### src/rtl/rr_mux_arbiter_pkg.sv
// Shared types and constants for the round-robin mux arbiter.
// State encoding, requester indices and datapath widths.
package rr_mux_arbiter_pkg;

  localparam int N_REQ = 4;
  localparam int DW    = 3;
  localparam int IW    = 2;

  localparam logic [IW-1:0] IDX_A = 2'd0;
  localparam logic [IW-1:0] IDX_B = 2'd1;
  localparam logic [IW-1:0] IDX_C = 2'd2;
  localparam logic [IW-1:0] IDX_D = 2'd3;

  typedef enum logic {
    ST_IDLE  = 1'b0,
    ST_GRANT = 1'b1
  } state_t;

  function automatic logic [N_REQ-1:0] idx2oh(
    input logic [IW-1:0] i_idx
  );
    idx2oh = N_REQ'(1) << i_idx;
  endfunction

endpackage

### src/rtl/rr_mux_arbiter_if.sv
// Request/grant/data bundle between requesters and the arbiter.
// master = requester side, slave = arbiter side.
interface rr_mux_arbiter_if;
  import rr_mux_arbiter_pkg::*;

  logic [N_REQ-1:0] req;
  logic [DW-1:0]    a;
  logic [DW-1:0]    b;
  logic [DW-1:0]    c;
  logic [DW-1:0]    d;
  logic [N_REQ-1:0] gnt;
  logic [IW-1:0]    se;
  logic             en;
  logic [DW-1:0]    y;

  modport master (
    output req, a, b, c, d,
    input  gnt, se, en, y
  );

  modport slave (
    input  req, a, b, c, d,
    output gnt, se, en, y
  );

endinterface

### src/rtl/rr_mux_arbiter_pick.sv
// Rotating-priority picker: first requester at or after i_ptr,
// skipping any index set in i_excl.
module rr_pick
  import rr_mux_arbiter_pkg::*;
(
  input  logic [N_REQ-1:0] i_req,
  input  logic [IW-1:0]    i_ptr,
  input  logic [N_REQ-1:0] i_excl,
  output logic             o_found,
  output logic [IW-1:0]    o_idx
);

  logic [N_REQ-1:0] w_cand;
  logic [IW-1:0]    w_pos;

  assign w_cand = i_req & ~i_excl;

  // Walk offsets high to low so the nearest candidate wins last.
  always_comb begin
    o_found = 1'b0;
    o_idx   = i_ptr;
    w_pos   = i_ptr;
    for (int k = N_REQ - 1; k >= 0; k--) begin
      w_pos = i_ptr + IW'(k);
      if (w_cand[w_pos]) begin
        o_found = 1'b1;
        o_idx   = w_pos;
      end
    end
  end

endmodule

### src/rtl/rr_mux_arbiter.sv
// Four-way round-robin arbiter with per-owner quantum and
// a shared output mux driven by the registered select.
module rr_mux_arbiter
  import rr_mux_arbiter_pkg::*;
#(
  parameter int QUANTUM = 4
) (
  input  logic              clk,
  input  logic              rst,
  rr_mux_arbiter_if.slave   bus
);

  localparam logic [3:0] Q = 4'(QUANTUM);

  state_t           r_state;
  state_t           w_state_nx;
  logic [IW-1:0]    r_ptr;
  logic [IW-1:0]    w_ptr_nx;
  logic [3:0]       r_cnt;
  logic [3:0]       w_cnt_nx;
  logic [N_REQ-1:0] r_gnt;
  logic [N_REQ-1:0] w_gnt_nx;
  logic [IW-1:0]    r_se;
  logic [IW-1:0]    w_se_nx;
  logic             r_en;
  logic             w_en_nx;

  logic             w_own;
  logic             w_hold;
  logic             w_busy;
  logic [IW-1:0]    w_pick_ptr;
  logic [N_REQ-1:0] w_excl;
  logic             w_found;
  logic [IW-1:0]    w_idx;
  logic [DW-1:0]    w_y;

  assign w_busy = (r_state == ST_GRANT);
  assign w_own  = bus.req[r_se];
  assign w_hold = w_busy && w_own && (r_cnt < Q);

  // Once an owner lets go, priority starts just past it.
  assign w_pick_ptr = w_busy ? r_se + 2'd1 : r_ptr;
  assign w_excl     = (w_busy && !w_own) ? idx2oh(r_se) : '0;

  rr_pick u_pick (
    .i_req   (bus.req),
    .i_ptr   (w_pick_ptr),
    .i_excl  (w_excl),
    .o_found (w_found),
    .o_idx   (w_idx)
  );

  always_ff @(posedge clk or posedge rst) begin
    if (rst) begin
      r_state <= ST_IDLE;
      r_ptr   <= '0;
      r_cnt   <= '0;
      r_gnt   <= '0;
      r_se    <= '0;
      r_en    <= 1'b0;
    end else begin
      r_state <= w_state_nx;
      r_ptr   <= w_ptr_nx;
      r_cnt   <= w_cnt_nx;
      r_gnt   <= w_gnt_nx;
      r_se    <= w_se_nx;
      r_en    <= w_en_nx;
    end
  end

  always_comb begin
    w_state_nx = r_state;
    w_ptr_nx   = r_ptr;
    w_cnt_nx   = r_cnt;
    w_gnt_nx   = r_gnt;
    w_se_nx    = r_se;
    w_en_nx    = r_en;
    unique case (r_state)
      ST_IDLE: begin
        if (w_found) begin
          w_state_nx = ST_GRANT;
          w_se_nx    = w_idx;
          w_gnt_nx   = idx2oh(w_idx);
          w_en_nx    = 1'b1;
          w_cnt_nx   = 4'd1;
        end
      end
      ST_GRANT: begin
        if (w_hold) begin
          w_cnt_nx = r_cnt + 4'd1;
        end else begin
          w_ptr_nx = w_pick_ptr;
          if (w_found) begin
            w_se_nx  = w_idx;
            w_gnt_nx = idx2oh(w_idx);
            w_en_nx  = 1'b1;
            w_cnt_nx = 4'd1;
          end else begin
            w_state_nx = ST_IDLE;
            w_gnt_nx   = '0;
            w_en_nx    = 1'b0;
            w_cnt_nx   = '0;
          end
        end
      end
      default: begin
        w_state_nx = ST_IDLE;
      end
    endcase
  end

  always_comb begin
    w_y = '0;
    if (r_en) begin
      unique case (r_se)
        IDX_A: w_y = bus.a;
        IDX_B: w_y = bus.b;
        IDX_C: w_y = bus.c;
        IDX_D: w_y = bus.d;
        default: w_y = '0;
      endcase
    end
  end

  assign bus.gnt = r_gnt;
  assign bus.se  = r_se;
  assign bus.en  = r_en;
  assign bus.y   = w_y;

endmodule

### src/flat_wrapper.sv
// flat-port wrapper written by rule: the top's interface ports become plain ports
module rr_mux_arbiter_flat import rr_mux_arbiter_pkg::*;
#(
  parameter int QUANTUM = 4
)
  (clk, rst, bus_req, bus_a, bus_b, bus_c, bus_d, bus_gnt, bus_se, bus_en, bus_y);
  rr_mux_arbiter_if bus_i ();
  input  logic clk;
  input  logic rst;
  input wire logic [$bits(bus_i.req)-1:0] bus_req;
  input wire logic [$bits(bus_i.a)-1:0] bus_a;
  input wire logic [$bits(bus_i.b)-1:0] bus_b;
  input wire logic [$bits(bus_i.c)-1:0] bus_c;
  input wire logic [$bits(bus_i.d)-1:0] bus_d;
  output wire logic [$bits(bus_i.gnt)-1:0] bus_gnt;
  output wire logic [$bits(bus_i.se)-1:0] bus_se;
  output wire logic [$bits(bus_i.en)-1:0] bus_en;
  output wire logic [$bits(bus_i.y)-1:0] bus_y;
  assign bus_i.req = bus_req;
  assign bus_i.a = bus_a;
  assign bus_i.b = bus_b;
  assign bus_i.c = bus_c;
  assign bus_i.d = bus_d;
  assign bus_gnt = bus_i.gnt;
  assign bus_se = bus_i.se;
  assign bus_en = bus_i.en;
  assign bus_y = bus_i.y;
  rr_mux_arbiter #(.QUANTUM(QUANTUM)) u_core (.clk(clk), .rst(rst), .bus(bus_i));
endmodule
### config.mk
export PLATFORM = sky130hd
export DESIGN_NAME = rr_mux_arbiter_flat
export DESIGN_NICKNAME = d
export VERILOG_FILES = /design/src/rtl/rr_mux_arbiter_pkg.sv /design/src/rtl/rr_mux_arbiter_if.sv /design/src/rtl/rr_mux_arbiter_pick.sv /design/src/rtl/rr_mux_arbiter.sv /design/src/flat_wrapper.sv
export SDC_FILE = /design/constraint.sdc
export NUM_CORES = 1
export LEC_CHECK = 0
export ABC_AREA = 1
export CAP_MARGIN = 20
export CORE_ASPECT_RATIO = 0.9
export CORE_MARGIN = 4
export CORE_UTILIZATION = 40
export CTS_BUF_LIST = sky130_fd_sc_hd__clkbuf_8
export DETAILED_ROUTE_END_ITERATION = 12
export PLACE_DENSITY = 0.64
export SYNTH_ARGS = -nofsm -noshare
export SYNTH_HDL_FRONTEND = slang
export SYNTH_SLANG_ARGS = --single-unit
### constraint.sdc
create_clock -name clk -period 2.55 [get_ports clk]
set_input_delay 0.3825 -clock clk [delete_from_list [all_inputs] [get_ports clk]]
set_output_delay 0.3825 -clock clk [all_outputs]
set_load 0.005 [all_outputs]
==> impl_metrics.tcl, run 1 <==
set metrics [dict create \
    firstDrtPassIters 4 \
    rsz0062_at_grt "no" \
    nets 206 \
    tns_ps 0 \
    fmax_mhz 429 \
    required_ps 2170 \
    ys_types 26 \
    power_uw 2300 \
    clock_path_buffers 2 \
    gp_congestion 0.863 \
    grt_max_degree 15 \
    cts_root_buf "clkbuf_8" \
    fin_area_um2 1460 \
    wl_met1_mm 1.32 \
    worst-path-buf-inv 2 \
    syn_area_um2 1100 \
    outcome "complete, no violations" \
    synthSimpleGateAreaFrac_pct 41.9 \
    cts_setup_buffers 0 \
    p_per_area_nw_per_um2 1570 \
    ctsHoldBuffers 0 \
    finalHoldViolCount 0 \
    grt-ovfl-total 0 \
    leakage_uw 0.000707 \
    cp.arrival_ps 1950 \
    crit_slowest_cell "clkdlybuf4s50_1" \
    numCtsBuffers 3 \
    hpwl_mm 2.24 \
    grt_util_all_layers_pct 16.2 \
    synth-compound-area-share_pct 10.9 \
    die_x_um 63.3 \
    seq_area_frac_synth_pct 31.9 \
    synth_top_family_by_area "simple AND/OR/NAND/NOR gates" \
    post_cts_resized 0 \
    routed-wl-met3_um 152 \
    drc_errors 0 \
    drv_cap 0 \
    place_area_um2 1410 \
    synth-seq-cells 14 \
    period_share_pct 91.5 \
    max_stage_delay_ps 530 \
    via_per_inst 5.17 \
    port-buffer-count 27 \
    synthMuxAreaShare_pct 0 \
    crit_chain "inv_1, ha_1, nand2_1, a31oi_1, clkdlybuf4s50_1" \
    timing.final.ws_setup_ps 217 \
    top_layer "met4" \
    synth_cells 149 \
    core_area_um2 2530 \
    fin_crit_ps 2330 \
    die_y_um 57.7 \
    critPathTopFamily "buffers and inverters" \
    clock-sinks 14 \
    area_growth_syn_to_layout_pct 33.1 \
    h-tree-depth 1 \
    via_count 1081 \
    clk-insertion-delay-late_ps 240 \
    drt_iter0_markers 51 \
    yosysWarnings 0 \
    min_path_type "primary input to async pin" \
    synth_xor_area_share_pct 1.48 \
    grt_pass1_wl_mm 4.76 \
    num_antenna_cells 0 \
    routed-wl-met2_mm 1.27 \
    filler_cell_count 241 \
    tightestPinTransition_ps 515 \
    tritoncts "done" \
    pre_cts_slack_ps 287 \
    routed_wl_mm 2.78 \
    die_area_um2 3650 \
    clkTransAtPathRegs_ps 60 \
    relSlewSlack_pct 65.6 \
    routedWlPerCell_um 13.3 \
    grt_pass1_vias 1045 \
    syn-num-nets 173 \
    start_util_pct 43.5 \
    ir_worst_vdd_mv 0.861 \
    timing.hold.ws_ps 465 \
    ios 28 \
    critPathCaptureType "output pin" \
    antenna_left 0 \
    slew_viol_final 0 \
    antenna_found_initial 0 \
    synth-adder-area-share_pct 6.83 \
    critPathKind "flop to output pin" \
    rows 17 \
    finalSetupViolCount 0 \
    fin_skew_ps 1.19 \
    syn_area_per_cell_um2 7.38 \
    crit_fanout 5 \
    worst_setup_path_start_kind "flop" \
    drive_gt1_share_pct 19.9 \
]
worst register-to-register path, stage by stage (launching register included):
cell	delay (ps)
dfrtp_1	440
inv_1	210
ha_1	270
nand2_1	70
o21ai_2	120
xor2_2	270
inv_2	70
nand3_1	80
nand3_1	80
nand2_1	70
nand2_1	40
nand2_1	50
nand2_1	60
nand2_2	80
nand2_2	70
nand2_1	60
nand2_1	50
power by group:
group	switching, µW	internal [µW]	total, µW
sequential	80.3	321	401
clock	79.3	137	216
combinational	1020	665	1680
final timing paths:
path | cells after the start | endpoint | slack (ps) | from
max in group asynchronous | 2 | u_core.r_cnt[2]$_DFFE_PP0P_ | 1740 | rst
setup reg to reg | 16 | u_core.bus.gnt[0]$_DFFE_PP0P_ | 340 | u_core.bus.se[1]$_DFFE_PP0P_
hold / removal | 2 | u_core.bus.gnt[3]$_DFFE_PP0P_ | 470 | rst
hold reg to reg | 2 | u_core.r_cnt[1]$_DFFE_PP0P_ | 480 | u_core.r_cnt[1]$_DFFE_PP0P_
setup / recovery | 5 | bus_y[1] | 220 | u_core.bus.se[1]$_DFFE_PP0P_
min in group clk | 2 | u_core.r_cnt[1]$_DFFE_PP0P_ | 480 | u_core.r_cnt[1]$_DFFE_PP0P_
routing by layer:
metal / vias to the layer above / track usage [%]
met3: 4 / 3.68
met2: 36 / 26.3
met1: 498 / 20.5
li1: 543 / -
met4: 0 / 8.31
met5: - / 0
cell usage in the layout, fill, tap and decap left out, drive strengths merged:
cell type,netlist,layout
nand2,63,63
clkdlybuf4s50,0,27
nand3,23,23
inv,15,15
dfrtp,14,14
o21ai,9,9
ha,6,6
nor2,5,5
clkbuf,0,4
a21oi,3,3
a31oi,3,3
clkinv,2,2
buf,1,2
xor2,1,1
nor4,1,1
o211ai,1,1
o21a,1,1
o21bai,1,1
cell type report:
type | instances | area (µm²) | area share [%]
Clock buffer | 4 | 55.1 | 3.76
Inverter | 17 | 66.3 | 4.53
Multi-Input combinational cell | 117 | 672 | 45.9
Sequential cell | 14 | 350 | 23.9
Tap cell | 28 | 35.0 | 2.39
Timing Repair Buffer | 29 | 285 | 19.5
synth_stat cells:
cell type	n	area [µm²]
nand2_4	2	22.5
nand2_1	52	195
ha_1	6	75.1
o21ai_4	1	16.3
o21ai_2	1	8.76
o21ai_0	5	25.0
a21oi_1	3	15.0
nand2_2	9	56.3
o21a_1	1	7.51
a31oi_1	3	18.8
xor2_2	1	16.3
o211ai_1	1	7.51
nor2_2	1	6.26
clkinv_1	2	7.51
o21ai_1	2	10.0
nand3_1	17	85.1
dfrtp_1	14	350
nor2_4	1	11.3
o21bai_2	1	11.3
nor4_2	1	12.5
inv_1	9	33.8
buf_6	1	11.3
nor2_1	3	11.3
inv_4	1	6.26
inv_2	5	18.8
nand3_2	6	60.1
cells by family after synthesis:
| logic type | count (synthesis) |
|---|---|
| AOI/OAI and AO/OA | 18 |
| DFF | 14 |
| adders and majority gates | 6 |
| xor gates and xnor gates | 1 |
| buffers and inverters | 18 |
| and+or+nand+nor | 92 |
flip-flops by register name, indices dropped and copies added, names as in the netlist:
signal          cells
u_core.bus.en       1
u_core.bus.gnt      4
u_core.bus.se       2
u_core.r_cnt        4
u_core.r_ptr        2
u_core.r_state      1
through the flow:
| step | utilization, % | cells |
|---|---|---|
| floorplan | - | 149 |
| global placement | 55.7 | 205 |
| detailed placement | 55.7 | 205 |
| CTS | 57.8 | 209 |
| global route | 57.8 | 209 |
| finish | 57.8 | 209 |
(Power assumes the default switching activity.)
==> run 2, diff against run 1 <==
--- a/config.mk
+++ b/config.mk
@@ -16,3 +16,4 @@
 export SYNTH_ARGS = -nofsm -noshare
 export SYNTH_HDL_FRONTEND = slang
 export SYNTH_SLANG_ARGS = --single-unit
+export TNS_END_PERCENT = 50
==> results of run 2 <==
Final layout, timing and power as in run 1 (identical DEF).
